===== src/rtl/deserializer_pkg.sv =====
// Shared types and helpers for the deserializer block.
package deserializer_pkg;

  typedef enum logic {
    COLLECT = 1'b0,
    HOLD    = 1'b1
  } state_e;

  // Counter width for an index range 0..n-1, never narrower than one bit.
  function automatic int cnt_width(input int n);
    int w;
    w = $clog2(n);
    return (w < 1) ? 1 : w;
  endfunction

endpackage


===== src/rtl/deserializer_control.sv =====
// Frame FSM and word counter for the deserializer.
// DESERIALIZER_PIPELINE_EN lets the first word of the next frame enter during the send fire.
module deserializer_control
  import deserializer_pkg::*;
#(
  parameter int N_SAMPLES = 8
) (
  input  logic                 clk,
  input  logic                 reset,
  input  logic                 recv_val,
  output logic                 recv_rdy,
  output logic                 send_val,
  input  logic                 send_rdy,
  output logic [N_SAMPLES-1:0] wr_en
);

  localparam int CNT_W = cnt_width(N_SAMPLES);
  localparam logic [CNT_W-1:0] LAST = CNT_W'(N_SAMPLES - 1);

  state_e           state, state_next;
  logic [CNT_W-1:0] count, count_next;
  logic             recv_fire;

  always_ff @(posedge clk or negedge reset) begin
    if (!reset) begin
      state <= COLLECT;
      count <= '0;
    end else begin
      state <= state_next;
      count <= count_next;
    end
  end

  always_comb begin
    state_next = state;
    count_next = count;
    recv_rdy   = 1'b0;
    send_val   = 1'b0;
    wr_en      = '0;
    recv_fire  = 1'b0;
    case (state)
      COLLECT: begin
        // Gated by reset so rdy is low while reset is held.
        recv_rdy  = reset;
        recv_fire = recv_val && recv_rdy;
        if (recv_fire) begin
          wr_en[count] = 1'b1;
          if (count == LAST) begin
            count_next = '0;
            state_next = HOLD;
          end else begin
            count_next = count + CNT_W'(1);
          end
        end
      end
      HOLD: begin
        send_val = 1'b1;
`ifdef DESERIALIZER_PIPELINE_EN
        recv_rdy  = send_rdy;
        recv_fire = recv_val && recv_rdy;
        if (recv_fire) begin
          wr_en[0]   = 1'b1;
          count_next = CNT_W'(1);
        end
`endif
        if (send_rdy) state_next = COLLECT;
      end
      default: state_next = COLLECT;
    endcase
  end

endmodule


===== src/rtl/deserializer.sv =====
// Serial-to-parallel frame assembler: N_SAMPLES words in, one frame out.
// Optional macro DESERIALIZER_PIPELINE_EN removes the bubble between frames.
module deserializer
  import deserializer_pkg::*;
#(
  parameter int BIT_WIDTH = 32,
  parameter int N_SAMPLES = 8
) (
  input  logic                 clk,
  input  logic                 reset,
  input  logic [BIT_WIDTH-1:0] recv_msg,
  input  logic                 recv_val,
  output logic                 recv_rdy,
  output logic [BIT_WIDTH-1:0] send_msg [N_SAMPLES-1:0],
  output logic                 send_val,
  input  logic                 send_rdy
);

  logic [N_SAMPLES-1:0] wr_en;
  logic [BIT_WIDTH-1:0] samples_p0 [N_SAMPLES-1:0];

  deserializer_control #(
    .N_SAMPLES(N_SAMPLES)
  ) u_control (
    .clk      (clk),
    .reset    (reset),
    .recv_val (recv_val),
    .recv_rdy (recv_rdy),
    .send_val (send_val),
    .send_rdy (send_rdy),
    .wr_en    (wr_en)
  );

  // Sample registers: one-hot write enable, output driven straight from storage.
  always_ff @(posedge clk or negedge reset) begin
    if (!reset) begin
      for (int i = 0; i < N_SAMPLES; i++) samples_p0[i] <= '0;
    end else begin
      for (int i = 0; i < N_SAMPLES; i++) begin
        if (wr_en[i]) samples_p0[i] <= recv_msg;
      end
    end
  end

  assign send_msg = samples_p0;

endmodule


===== config.mk =====
export PLATFORM = sky130hd
export DESIGN_NAME = deserializer
export DESIGN_NICKNAME = d
export VERILOG_FILES = /design/src/rtl/deserializer_pkg.sv /design/src/rtl/deserializer_control.sv /design/src/rtl/deserializer.sv
export SDC_FILE = /design/constraint.sdc
export NUM_CORES = 1
export LEC_CHECK = 0
export ABC_CLOCK_PERIOD_IN_PS = 2000
export BUFFER_PORTS_ARGS = -buffer_cell sky130_fd_sc_hd__buf_2
export CAP_MARGIN = 40
export CORE_MARGIN = 10
export CORE_UTILIZATION = 45
export DETAILED_ROUTE_END_ITERATION = 7
export GPL_TIMING_DRIVEN = 0
export PLACE_DENSITY = 0.76
export SETUP_SLACK_MARGIN = 0.05
export SLEW_MARGIN = 40
export SYNTH_ARGS = -nofsm -noshare
export SYNTH_HDL_FRONTEND = slang
export SYNTH_SLANG_ARGS = --single-unit

===== constraint.sdc =====
create_clock -name clk -period 2 [get_ports clk]
set_clock_uncertainty 0.1 [all_clocks]
set_input_delay 0.4 -clock clk [delete_from_list [all_inputs] [get_ports clk]]
set_output_delay 0.4 -clock clk [all_outputs]
set_load 0.05 [all_outputs]

==> reports/metrics.cfg, run 1 <==
[cts]
cts_num_sinks=260
htreeDepth=1
clkSlewWorstSetupHoldPaths_ns=0.07
cts_buffers=27
cts_buffer_depth=3
worstSkewPairLatency_ns=0.53
cts_root_buf=clkbuf_16
cts_tree=done

[global_routing]
grt_pass1_vias=6820
grt_pass1_wl_um=41800
grtUsageTotal_pct=18.9
grt_max_degree=76
grt-ovfl-total=0
antenna_found_initial=0

[setup_path]
r2r_cells=4
crit_family=simple AND/OR/NAND/NOR gates
crit_path_start_kind=register
path_depth=4
r2r_slack_ns=0.12
cp.arrival_ns=2.18
cp_slowest_cell=dfrtp_1
path_cells=and3_1, nand3_1, clkbuf_4, mux2_2
worst-setup-path-type=reg2reg
required_ns=2.30
cp_num_buf_inv=1
critPathMaxStageDelay_ns=0.45
regToRegEndpoint=send_msg[217]
crit_start=u_control.count[2]
critPathCapture=send_msg[217]
worstPathMaxFanout=10
reg2reg_from=u_control.count[2]
endpoint_kind=register

[detailed_routing]
via_per_inst=5.14
drt.antenna.violating_nets=0
wl_per_cell_um=22.5
vias=6151
dr.pass1.iters=4
drc_errors=0
drt_iter0_markers=264
routed_wl_um=26900

[synth]
synth_nets=604
yosysSeqAreaShare_pct=67.1
ys_ff_latch=260
syn_area_um2=9700
synth_cell_type_count=18
synth_warnings=0
avgSynthCellArea_um2=17.1
synthCells=566

[timing]
slew-limit-headroom_pct=75.1
fmax_mhz=531
hold_viol=0
tns_ns=0
finalWorstSetupSlack_ns=0.117
fin_crit_ns=1.88
tightest_slew_ns=0.373
setup_viol_count_final=0
rsz0062_at_grt=true
period_share_pct=94.1
drv_slew=0

[floorplan]
initial_utilization_pct=46.0
rows=53
fp.dieW_um=167
io_pins=294
die_y_um=167
fp.coreArea_um2=21100
dieArea_um2=27800

[hold_path]
hp-class=in2reg

[final_layout]
final_common_cell=buf_2
num_antenna_cells=0
layout.nets=941
drive_gt1_share_pct=68.3
final_cell_mix=303 x buf_2, 259 x dfrtp_1, 255 x mux2_2
synthToLayoutAreaGrowth_pct=31.7

[placement]
place.gp.congestion=0.773
portBuffers=293
dpl.hpwl_um=18900
pre_cts_ws_ns=-0.719

[run_status]
status=complete, no violations

[job]
maxCapViolations=0

layer usage:
metal  vias to the layer above  global-route usage, %  wire length, um
met1                      3175                   22.7            10900
met2                       238                   30.8            12800
met5                         -                      0                0
met3                        47                   6.73             2360
li1                       2691                      -                -
met4                         0                   6.61              811
repair_timing:
item / 4_1_cts / 5_1_grt
resized for setup: 6 / 13
pin swaps: 1 / 0
setup endpoints to repair: 106 / 81
hold buffers: 7 / 0
buffers inserted: 3 / 1
gates cloned: 1 / 0
hold endpoints to repair: 46 / 0
worst reg2reg max path, delay by kind of cell (launching register included):
family / cells / cell delay, ns
muxes: 1 / 0.37
buffers and inverters: 1 / 0.33
and+or+nand+nor: 2 / 0.50
DFF: 1 / 0.45
registers in the layout (all words and copies together) (netlist names):
name             count
u_control.count      3
u_control.state      1
send_msg           256
area by class of cell:
cell class	count	area (um2)
sequential	260	6510
tap	275	344
clock buffer	34	732
clock inverter	14	201
multi-input combinational	281	3060
timing repair buffer	308	1740
buffer	25	186
fill	1644	8320
how the worst min path moves through the flow:
stage / from / end / slack [ns] / cells past startpoint
after floorplan: reset / send_msg[0] / 0.004 / 0
after global placement: send_msg[229] / send_msg[229] / 0.36 / 1
after detailed placement: reset / send_msg[238] / 0.22 / 1
after CTS: recv_val / u_control.state / 0.06 / 3
after global routing: recv_msg[5] / send_msg[229] / 0.11 / 2
final: recv_val / u_control.state / 0.09 / 3
logic make-up after synthesis:
| group | after synthesis | share of synthesized area (%) |
|---|---|---|
| DFF | 260 | 67.1 |
| buffers and inverters | 25 | 1.44 |
| and+or+nand+nor | 19 | 1.06 |
| muxes | 260 | 30.2 |
| adders and majority gates | 2 | 0.258 |
metrics by stage:
step	hold slack, ns	instance area (um2)	utilization [%]	cells
floorplan	0.00441	9700	-	566
global placement	0.365	11500	54.6	1134
detailed placement	0.223	11600	55.0	1137
CTS	0.0612	12700	60.4	1196
global route	0.106	12800	60.6	1197
finish	0.0932	12800	60.6	1197
cell usage after synthesis, drive strengths merged:
cell	instances	area [um2]
buf	24	135
ha	2	25.0
nand3b	1	7.51
nor2b	2	12.5
nor2	3	11.3
nor3	2	15.0
nand2	5	18.8
nand3	3	15.0
nor3b	1	7.51
mux2i	1	10.0
and3	1	6.26
dfrtp	260	6510
mux2	259	2920
and3b	1	8.76
clkbuf	1	5.00
Power of run 1 is not shown: default switching activity piles up to over one toggle a cycle in this logic, so the estimate is an artifact.
==> run 2, diff against run 1 <==
Settings changed: CORE_UTILIZATION 45 to 51, PLACE_DENSITY 0.76 to 0.84.
==> reports/metrics.cfg, run 2 (synthesized netlist as in run 1, its figures left out) <==
[hold_path]
hp-class=in2reg
min-delay-start=recv_msg[5]

[global_routing]
antenna_found_initial=0
grt_max_degree=79
grtUsageTotal_pct=20.5
grt-ovfl-total=0
grt_pass1_vias=6560
grt_pass1_wl_um=39500

[cts]
worstSkewPairLatency_ns=0.52
cts_buffers=27
htreeDepth=1
cts_num_sinks=260
clkSlewWorstSetupHoldPaths_ns=0.06
cts_root_buf=clkbuf_16
cts_tree=done
cts_buffer_depth=3

[setup_path]
crit_family=flip-flops
reg2reg_from=u_control.state
endpoint_kind=primary output
critPathMaxStageDelay_ns=0.47
required_ns=1.50
worst-setup-path-type=reg2out
path_cells=nor2b_1, buf_2
cp_num_buf_inv=1
crit_path_start_kind=register
cp.arrival_ns=1.40
crit_start=u_control.state
worstPathMaxFanout=8
cp_slowest_cell=dfrtp_1

[timing]
tns_ns=0
fin_crit_ns=1.90
slew-limit-headroom_pct=72.2
tightest_slew_ns=0.416
period_share_pct=94.8
hold_viol=0
setup_viol_count_final=0
fmax_mhz=528
rsz0062_at_grt=true
drv_slew=0

[floorplan]
io_pins=294
initial_utilization_pct=51.9
die_y_um=158
fp.dieW_um=158
rows=50
fp.coreArea_um2=18700
dieArea_um2=24900

[detailed_routing]
vias=6126
dr.pass1.iters=4
drt_iter0_markers=175
drt.antenna.violating_nets=0
drc_errors=0
wl_per_cell_um=22.7
via_per_inst=5.30
routed_wl_um=26200

[final_layout]
nFillCells=1322
final_area_um2=12700
largest_reg_flops=256
layout.nets=938
synthToLayoutAreaGrowth_pct=30.4
final_core_utilization_pct=67.6
final_common_cell=buf_2
num_antenna_cells=0
final_cell_mix=301 x buf_2, 260 x dfrtp_1, 255 x mux2_2
seqCellArea_um2=6510
drive_gt1_share_pct=68.1
multi_input_area_um2=3060

[placement]
dpl.hpwl_um=18700
dpl_cell_area_um2=11600
place.gp.congestion=0.792
portBuffers=293

[run_status]
status=complete, no violations

[job]
maxCapViolations=0

run 2: path summary, 6_finish.rpt:
kind	to	slack (ns)	cells past startpoint
max	recv_rdy	0.10	2
min	send_msg[101]	0.09	2
max reg2reg	send_msg[237]	0.12	5
min reg2reg	send_msg[229]	0.38	1
max in group asynchronous	send_msg[154]	0.79	4
min in group asynchronous	send_msg[238]	0.59	3
run 2: area by class of cell:
type                    count  area share [%]
well taps                 234            2.31
repair buffers            305            13.4
clock inverters            13            1.23
clock buffers              37            5.95
plain buffers              25            1.48
multi-input cells         281            24.2
flip-flops and latches    260            51.4
run 2: metal layers:
layer  global-route usage, %  vias to the layer above  part of all wire [%]
met3                    6.19                       40                   8.6
met5                       0                        -                     0
met1                    25.2                     3183                    40
met4                    5.16                        0                   2.2
met2                    34.7                      221                    49
li1                        -                     2682                     -
run 2: through the flow:
stage,instances,hold WS (ns),setup WS [ns]
floorplan,566,0.00441,0.101
global placement,1093,0.362,-4.74
detailed placement,1096,0.245,-0.790
CTS,1152,0.0724,0.0397
global route,1155,0.0826,0.0447
finish,1155,0.0869,0.104
run 2: repair_timing:
action | in CTS | in global routing
endpoints found under the setup margin | 61 | 102
gates resized for setup | 5 | 13
hold buffers | 5 | 0
endpoints found under the hold margin | 80 | 0
gates cloned | 1 | 0
pin swaps | 0 | 1
setup buffers | 0 | 3
Power of run 2 is left out for the same reason.
